`config.mk`:
```
export PLATFORM = sky130hd
export DESIGN_NAME = unishreg_seq
export DESIGN_NICKNAME = d
export VERILOG_FILES = /design/src/rtl/unishreg_seq.sv
export SDC_FILE = /design/constraint.sdc
export NUM_CORES = 1
export LEC_CHECK = 0
export CORE_ASPECT_RATIO = 1.25
export CORE_MARGIN = 5
export CORE_UTILIZATION = 50
export DETAILED_ROUTE_END_ITERATION = 7
export PLACE_DENSITY = 0.82
export SLEW_MARGIN = 10
export SYNTH_ARGS = -nofsm -noshare
export SYNTH_HDL_FRONTEND = slang
export SYNTH_SLANG_ARGS = --single-unit
```
`constraint.sdc`:
```
create_clock -name clk -period 4.1 [get_ports clk]
set_clock_uncertainty 0.1 [all_clocks]
set_input_delay 1.23 -clock clk [delete_from_list [all_inputs] [get_ports clk]]
set_output_delay 1.23 -clock clk [all_outputs]
set_load 0.02 [all_outputs]
```
`src/rtl/unishreg_seq.sv`:
```
// unishreg_seq: WIDTH-bit universal shift register with a start/busy/done sequencer running multi-bit shifts one bit per clock.
// Defining USR_CARRY_EN adds a carry output holding the last bit shifted out.
module unishreg_seq #(
  parameter int WIDTH = 8,
  parameter int CNT_W = 4
) (
  input  logic             clk,
  input  logic             rst,
  input  logic             start,
  input  logic [2:0]       op,
  input  logic [CNT_W-1:0] amount,
  input  logic             sin_left,
  input  logic             sin_right,
  input  logic [WIDTH-1:0] d,
  output logic [WIDTH-1:0] q,
  output logic             sout_left,
  output logic             sout_right,
  output logic             busy,
`ifdef USR_CARRY_EN
  output logic             carry,
`endif
  output logic             done
);
  typedef enum logic [1:0] {IDLE, SHIFT, DONE} state_t;
  localparam logic [2:0] SRL = 3'b001, SLL = 3'b010, LOAD = 3'b011, ROR = 3'b100, ROL = 3'b101, SRA = 3'b110;
  state_t state, state_n;
  logic [2:0] op_r, op_n;
  logic [CNT_W-1:0] cnt, cnt_n;
  logic [WIDTH-1:0] q_n, step;
  logic is_shift;
  assign is_shift = op == SRL || op == SLL || op == ROR || op == ROL || op == SRA;
  assign sout_left = q[WIDTH-1];
  assign sout_right = q[0];
  assign busy = state != IDLE;
  assign done = state == DONE;
  always_comb begin
    step = q;
    case (op_r)
      SRL:     step = {sin_right, q[WIDTH-1:1]};
      SLL:     step = {q[WIDTH-2:0], sin_left};
      ROR:     step = {q[0], q[WIDTH-1:1]};
      ROL:     step = {q[WIDTH-2:0], q[WIDTH-1]};
      SRA:     step = {q[WIDTH-1], q[WIDTH-1:1]};
      default: step = q;
    endcase
  end
  always_comb begin
    state_n = state;
    q_n = q;
    op_n = op_r;
    cnt_n = cnt;
    case (state)
      IDLE: if (start) begin
        state_n = (is_shift && amount != '0) ? SHIFT : DONE;
        op_n = op;
        cnt_n = amount;
        q_n = (op == LOAD) ? d : q;
      end
      SHIFT: begin
        q_n = step;
        cnt_n = cnt - CNT_W'(1);
        state_n = (cnt == CNT_W'(1)) ? DONE : SHIFT;
      end
      default: state_n = IDLE;
    endcase
  end
  always_ff @(posedge clk) begin
    if (rst) begin
      state <= IDLE;
      q <= '0;
      op_r <= '0;
      cnt <= '0;
    end else begin
      state <= state_n;
      q <= q_n;
      op_r <= op_n;
      cnt <= cnt_n;
    end
  end
`ifdef USR_CARRY_EN
  always_ff @(posedge clk) begin
    if (rst || (state == IDLE && start && op == LOAD))
      carry <= 1'b0;
    else if (state == SHIFT)
      carry <= (op_r == SLL || op_r == ROL) ? q[WIDTH-1] : q[0];
  end
`endif
endmodule
```
# Word level (Yosys, flattened, before mapping)

Index checks and enable logic that the tools add are counted.

Multiplexer cells: 10
$add $sub $neg: 1
Equality and inequality tests: 19
Reductions and logical operators: 13

Operators by type and width:

| cell                                                   | count |
|---|---|
| one-hot mux 8 bit (5 select lines)                     | 1 |
| == test 3 bit (second input constant)                  | 6 |
| 2-to-1 mux 8 bit                                       | 2 |
| one-hot mux 8 bit (2 select lines)                     | 1 |
| == test 3 x 2 -> 1 bit (second input constant)         | 3 |
| one-hot mux 4 bit (2 select lines)                     | 1 |
| == test 3 x 1 -> 1 bit (second input constant)         | 2 |
| 2-to-1 mux 2 bit                                       | 3 |
| inequality test 2 bit (second input constant)          | 3 |
| inequality test 6 x 1 -> 1 bit (second input constant) | 1 |
| inequality test 5 x 1 -> 1 bit (second input constant) | 1 |
| AND reduction 5 bit                                    | 1 |
| == test 4 x 1 -> 1 bit (second input constant)         | 1 |
| logical OR 1 bit                                       | 4 |
| 2-to-1 mux 4 bit                                       | 1 |
| one-hot mux 2 bit (2 select lines)                     | 1 |
| AND reduction 2 bit                                    | 2 |
| AND reduction 4 bit                                    | 1 |
| nonzero test 2 bit                                     | 2 |
| nonzero test 4 bit                                     | 1 |
| subtractor 4 x 1 -> 4 bit (second input constant)      | 1 |
| == test 2 x 1 -> 1 bit (second input constant)         | 1 |
| == test 2 bit (second input constant)                  | 1 |
| zero test 2 bit                                        | 1 |
| logical AND 1 bit                                      | 1 |

Word-level logic and storage cells: 48
Bits in registers: 17
Output and inout bits: 12

# Longest topological paths before layout

Gate-level depths: netlist of run 1.

Depth in word-level cells: 9
Depth in mapped cells: 6

# Worst setup path after synthesis of run 1

No wires, ideal clock.

Kind: input to register
From: in start
To: reg cnt[3]
Required time: 3867 ps
Cell stages on the path: 4
Path buffers: 0
Slack: 1822 ps
Data arrival time: 2045 ps
Cells stage by stage: nor3b_1 -> nor2_1 -> o21ai_0 -> a21oi_1

Longest elaborated chain between the ends: 2

Ends and longest elaborated chain:

| element                         | RTL line | source |
|---|---|---|
| from (decl)                     | 9        | `input logic start,` |
| inequality test 2 bit (no line) | n/a      |  |
| AND reduction 2 bit (no line)   | n/a      |  |
| to (signal assigned)            | 77       | `cnt <= cnt_n;` |
| to (decl)                       | 28       | `logic [CNT_W-1:0] cnt, cnt_n;` |

No other way between the ends.
A chain may end at the register's enable or synchronous reset.

# Worst setup path in the final report of run 1

From: reg state[0]
To: out busy

Longest elaborated chain between the ends: 1

Ends and longest elaborated chain:

| element                | RTL line | source |
|---|---|---|
| from (decl)            | 26       | `state_t state, state_n;` |
| from (signal assigned) | 74       | `state <= state_n;` |
| nonzero test 2 bit     | 34       | `assign busy = state != IDLE;` |
| to (decl)              | 18       | `output logic busy,` |

No other way between the ends.

==> flow_metrics.py, run 1 <==
metrics = {
    "timing": {
        "fin_setup_tns_ns": 0,
        "fmax_mhz": 334,
        "fin_crit_sh_pct": 73.1,
        "finalHoldViolations": 0,
        "tightest_slew_ns": 0.758,
        "fin_ws_ns": 1.10,
        "slew_headroom_pct": 49.3,
        "slew_violations": 0,
        "rsz0062_at_grt": "no",
        "finalCriticalPeriod_ns": 3.00,
        "setup_viol": 0,
    },
    "job": {
        "max_cap_violations": 0,
    },
    "min_path": {
        "hp-class": "flip-flop to flip-flop",
    },
    "floorplanning": {
        "die-area_sq_um": 3300,
        "fp.coreArea_sq_um": 2190,
        "num_rows": 19,
        "ios": 32,
        "fp.dieW_um": 52.4,
        "die_h_um": 63.0,
        "start_util_pct": 51.4,
    },
    "clock_tree": {
        "cts.sinks": 17,
        "clk_latency_ns": 0.29,
        "cts_tree": "yes",
        "cts_resized": 0,
        "cts.path.max_buffers": 2,
        "clock-root-buffer": "clkbuf_4",
        "numCtsBuffers": 3,
        "htreeDepth": 1,
        "postCtsHoldBufs": 0,
        "post_cts_buffers": 0,
        "clkTransAtPathRegs_ns": 0.10,
    },
    "routing": {
        "ant_nets": 0,
        "first_pass_iters": 4,
        "vias_per_cell": 5.54,
        "totalWireLength_mm": 2.63,
        "route.detailed.drc": 0,
        "drt-initial-drc-count": 15,
        "wire_per_inst_um": 13.6,
        "via_count": 1069,
    },
    "critical_path": {
        "cp-end-kind": "output port",
        "rr_startpoint": "op_r[1]$_SDFFE_PP0P_",
        "start_kind": "flip-flop",
        "critPathMaxFanout": 10,
        "required_ns": 2.77,
        "reg2reg_slack_ns": 2.13,
        "r2r_end": "q[3]$_SDFFE_PP0P_",
        "worstPathArrival_ns": 1.67,
        "cp-startpoint": "state[0]$_SDFFE_PP0N_",
        "criticalPathCategory": "flip-flop to output port",
        "r2r_cells": 4,
        "endpoint": "busy",
    },
    "synth": {
        "ys_seq_elements": 17,
        "synth_nets": 159,
        "ys_types": 38,
        "avgSynthCellArea_sq_um": 8.21,
        "synthCells": 137,
        "synth_area_sq_um": 1120,
        "ys_seq_area_share_pct": 30.3,
        "yosysWarnings": 0,
    },
    "pwr": {
        "p_leak_nw": 0.523,
        "powerDensity_nw_per_um2": 304,
        "vdd_drop_max_uv": 222,
        "finalPower_uw": 433,
    },
    "global_route": {
        "antenna_found_initial": 0,
        "grt_pass1_wl_mm": 4.51,
        "grt_overflow": 0,
        "grt_usage_pct": 17.2,
        "first_global_vias": 1108,
        "grt_start_max_net_pins": 24,
    },
    "place": {
        "place_hpwl_mm": 1.97,
        "place_area_sq_um": 1400,
        "place_ws_ns": 1.07,
        "place.gp.congestion": 0.815,
        "port_buffers": 31,
    },
    "cells_and_area": {
        "fin_nets": 185,
        "fin_util_pct": 65.2,
        "diodes": 0,
        "final_cell_area_sq_um": 1430,
        "syn2layout_area_growth_pct": 26.7,
        "final_layout_size_suffix_gt1_share_pct": 10.5,
    },
    "status": {
        "status": "finished, final reports clean",
    },
}
-- metrics by stage --
stage | hold WS, ns | cells
finish | 0.408 | 193
CTS | 0.409 | 193
detailed placement | 0.394 | 189
global route | 0.438 | 193
floorplan | 0.364 | 137
global placement | 0.376 | 189
-- final cells by class --
cell class / instances / area, sq um
Tap cell: 31 / 38.8
Timing Repair Buffer: 31 / 310
Clock inverter: 1 / 5.00
Sequential cell: 17 / 340
Multi-Input combinational cell: 105 / 689
Clock buffer: 3 / 22.5
Inverter: 5 / 18.8
Fill cell: 210 / 762
-- Yosys cell counts, drive strengths merged --
| library cell | count | area [sq um] |
|---|---|---|
| nand3 | 4 | 20.0 |
| a22oi | 3 | 22.5 |
| nor3 | 3 | 15.0 |
| a211oi | 3 | 22.5 |
| o41ai | 6 | 52.6 |
| nor2b | 2 | 12.5 |
| ha | 2 | 25.0 |
| nand2 | 12 | 45.0 |
| nor3b | 1 | 7.51 |
| nor4 | 1 | 6.26 |
| a221oi | 1 | 15.0 |
| nand3b | 7 | 52.6 |
| a32oi | 3 | 45.1 |
| and2b | 2 | 15.0 |
| a2bb2oi | 1 | 8.76 |
| or3 | 1 | 11.3 |
| dfxtp | 17 | 340 |
| and4b | 1 | 10.0 |
| o31a | 1 | 8.76 |
| a21oi | 11 | 55.1 |
| or2b | 2 | 16.3 |
| buf | 8 | 68.8 |
| a21o | 2 | 16.3 |
| nand2b | 1 | 6.26 |
| mux2 | 6 | 71.3 |
| nor2 | 21 | 78.8 |
| clkbuf | 2 | 7.51 |
| inv | 5 | 18.8 |
| a31oi | 1 | 6.26 |
| o21ba | 1 | 10.0 |
| o21ai | 6 | 33.8 |
-- worst min-delay path by stage --
| stage | start | endpoint | slack (ns) | cells past startpoint |
|---|---|---|---|---|
| detailed placement | cnt[2]$_SDFFE_PP0P_ | cnt[2]$_SDFFE_PP0P_ | 0.39 | 2 |
| global route | cnt[2]$_SDFFE_PP0P_ | cnt[2]$_SDFFE_PP0P_ | 0.44 | 2 |
| floorplan | cnt[3]$_SDFFE_PP0P_ | cnt[3]$_SDFFE_PP0P_ | 0.36 | 2 |
| CTS | cnt[2]$_SDFFE_PP0P_ | cnt[2]$_SDFFE_PP0P_ | 0.41 | 2 |
| finish | cnt[1]$_SDFFE_PP0P_ | cnt[1]$_SDFFE_PP0P_ | 0.41 | 2 |
| global placement | cnt[3]$_SDFFE_PP0P_ | cnt[3]$_SDFFE_PP0P_ | 0.38 | 2 |
-- power breakdown --
part / internal, mW / total (mW) / switching (mW)
Clock: 0.0363 / 0.0922 / 0.0560
Sequential: 0.179 / 0.197 / 0.0178
Combinational: 0.0718 / 0.143 / 0.0716
Total: 0.287 / 0.433 / 0.145
-- sequential cells by signal (all words and copies together), names as in the netlist --
register	count
state	2
cnt	4
q	8
op_r	3
-- per-layer routing --
metal	global-route usage, %	wire length (um)
met3	3.34	97
met2	26.6	1310
met1	22.3	1200
met4	7.99	25
met5	0	0
-- worst max-delay path: stages, from the launching register on --
cell             delay [ns]
dfxtp_1                0.41
nor2_1                 0.33
inv_1                  0.09
clkdlybuf4s50_1        0.55
-- logic make-up (layout without fill, tap and decap cells) --
| kind of cell | after synthesis | in the layout | synth area share (%) |
|---|---|---|---|
| AOI/OAI and AO/OA | 39 | 39 | 26.4 |
| adders and majority gates | 2 | 2 | 2.22 |
| buffers and inverters | 15 | 40 | 8.45 |
| DFF | 17 | 17 | 30.3 |
| muxes | 6 | 6 | 6.34 |
| and+or+nand+nor | 58 | 58 | 26.4 |
-- cell usage in the layout, fill, tap and decap left out, drive strengths merged, types with 4 or more instances in the layout --
master / Yosys / routed
a21oi: 11 / 11
clkdlybuf4s50: 0 / 31
dfxtp: 17 / 17
inv: 5 / 5
mux2: 6 / 6
nand2: 12 / 12
nand3: 4 / 4
nand3b: 7 / 7
nor2: 21 / 21
o21ai: 6 / 6
o41ai: 6 / 6
Note: power is estimated with default switching activity, not from simulation.
==> run 2: changes to the inputs <==
- CORE_UTILIZATION: 50 -> 47
- PLACE_DENSITY: 0.82 -> 0.78
- clock period: 4.1 -> 2.9 ns (I/O delays scaled with it)
==> flow_metrics.py, run 2 (synthesized netlist as in run 1, its figures left out) <==
metrics = {
    "status": {
        "status": "finished, final reports clean",
    },
    "floorplanning": {
        "die_h_um": 64.7,
        "fp.dieW_um": 53.8,
        "die-area_sq_um": 3480,
        "start_util_pct": 50.3,
        "num_rows": 19,
        "ios": 32,
        "fp.coreArea_sq_um": 2230,
    },
    "routing": {
        "routed-wl-met3_um": 130,
        "dr_wl_met2_mm": 1.35,
        "drt-met1-wl_mm": 1.22,
        "top_layer_used": "met4",
        "totalWireLength_mm": 2.74,
        "ant_nets": 0,
        "drt-initial-drc-count": 31,
        "first_pass_iters": 4,
        "wire_per_inst_um": 14.1,
        "via_count": 1086,
        "route.detailed.drc": 0,
        "vias_per_cell": 5.57,
    },
    "timing": {
        "fin_ws_ns": 0.272,
        "slew_headroom_pct": 56.6,
        "holdWs_ns": 0.406,
        "rsz0062_at_grt": "no",
        "fin_crit_sh_pct": 90.6,
        "finalCriticalPeriod_ns": 2.63,
        "tightest_slew_ns": 0.649,
        "fin_setup_tns_ns": 0,
        "setup_viol": 0,
        "finalHoldViolations": 0,
        "slew_violations": 0,
        "fmax_mhz": 381,
    },
    "critical_path": {
        "rr_startpoint": "op_r[1]$_SDFFE_PP0P_",
        "cp-end-kind": "output port",
        "critPathMaxFanout": 10,
        "cp-startpoint": "state[0]$_SDFFE_PP0N_",
        "required_ns": 1.93,
        "start_kind": "flip-flop",
        "criticalPathCategory": "flip-flop to output port",
        "worstPathArrival_ns": 1.66,
    },
    "place": {
        "place_ws_ns": 0.305,
        "place.gp.congestion": 0.782,
        "place_hpwl_mm": 2.04,
        "port_buffers": 31,
        "dp_cells": 191,
        "place_area_sq_um": 1410,
    },
    "clock_tree": {
        "postCtsHoldBufs": 0,
        "cts.sinks": 17,
        "clkTransAtPathRegs_ns": 0.10,
        "clock-root-buffer": "clkbuf_4",
        "cts_tree": "yes",
        "numCtsBuffers": 3,
        "clk_latency_ns": 0.30,
        "cts.path.max_buffers": 2,
        "htreeDepth": 1,
        "post_cts_buffers": 0,
        "cts_resized": 0,
    },
    "global_route": {
        "grt_pass1_wl_mm": 4.62,
        "grt_usage_pct": 17.6,
        "grt_start_max_net_pins": 20,
        "grt_overflow": 0,
        "antenna_found_initial": 0,
        "first_global_vias": 1050,
    },
    "cells_and_area": {
        "top_register": "q",
        "final_cell_area_sq_um": 1440,
        "final_common_cell": "clkdlybuf4s50_1",
        "diodes": 0,
        "fin_util_pct": 64.4,
        "layout.cells.non_filler": 195,
        "final_cell_mix": "clkdlybuf4s50_1 (31), nor2_1 (21), dfxtp_1 (17), nand2_1 (12), a21oi_1 (11)",
        "syn2layout_area_growth_pct": 28.0,
        "top_regs": "q: 8 flops, cnt: 4 flops, op_r: 3 flops",
        "largest_reg_flops": 8,
        "fin_nets": 187,
        "final_layout_size_suffix_gt1_share_pct": 11.6,
    },
    "pwr": {
        "swShare_pct": 33.9,
        "power_switching_uw": 210,
        "p_int_uw": 409,
        "pwr-share-comb_pct": 33.4,
        "p_leak_nw": 0.533,
        "finalPower_uw": 619,
        "seq_power_share_pct": 45.0,
        "clock_power_share_pct": 21.6,
        "vdd_drop_max_uv": 312,
        "powerDensity_nw_per_um2": 430,
    },
    "min_path": {
        "hold_start": "cnt[2]$_SDFFE_PP0P_",
        "hp-class": "flip-flop to flip-flop",
    },
    "job": {
        "max_cap_violations": 0,
    },
}
run 2: worst max-delay path, cell delays in order (launching register included):
cell and delay, ns:
dfxtp_1 0.51, nor2_1 0.17, inv_1 0.08, clkdlybuf4s50_1 0.60
run 2: layout make-up:
cell class | instances | area (sq um)
clock inverters | 1 | 5.00
fillers | 222 | 795
multi-input cells | 105 | 689
well taps | 31 | 38.8
flip-flops and latches | 17 | 340
inverters | 5 | 18.8
clock buffers | 3 | 22.5
repair buffers | 33 | 325
run 2: power by group through the flow:
stage | Sequential (mW) | Combinational, mW | Clock [mW]
CTS | 0.278 | 0.208 | 0.136
floorplan | 0.282 | 0.140 | 0
detailed placement | 0.284 | 0.206 | 0
global placement | 0.283 | 0.203 | 0
finish | 0.278 | 0.207 | 0.133
global route | 0.282 | 0.229 | 0.149
run 2: worst paths after layout:
kind,slack [ns],endpoint,cells after the start
setup / recovery,0.27,busy,3
hold / removal,0.41,cnt[2]$_SDFFE_PP0P_,2
setup reg to reg,0.90,q[3]$_SDFFE_PP0P_,4
hold reg to reg,0.41,cnt[2]$_SDFFE_PP0P_,2
run 2: metal layers:
metal	vias up	global-route usage, %
met2	29	29.1
met5	-	0
li1	554	-
met1	498	22.1
met4	0	6.71
met3	5	3.21
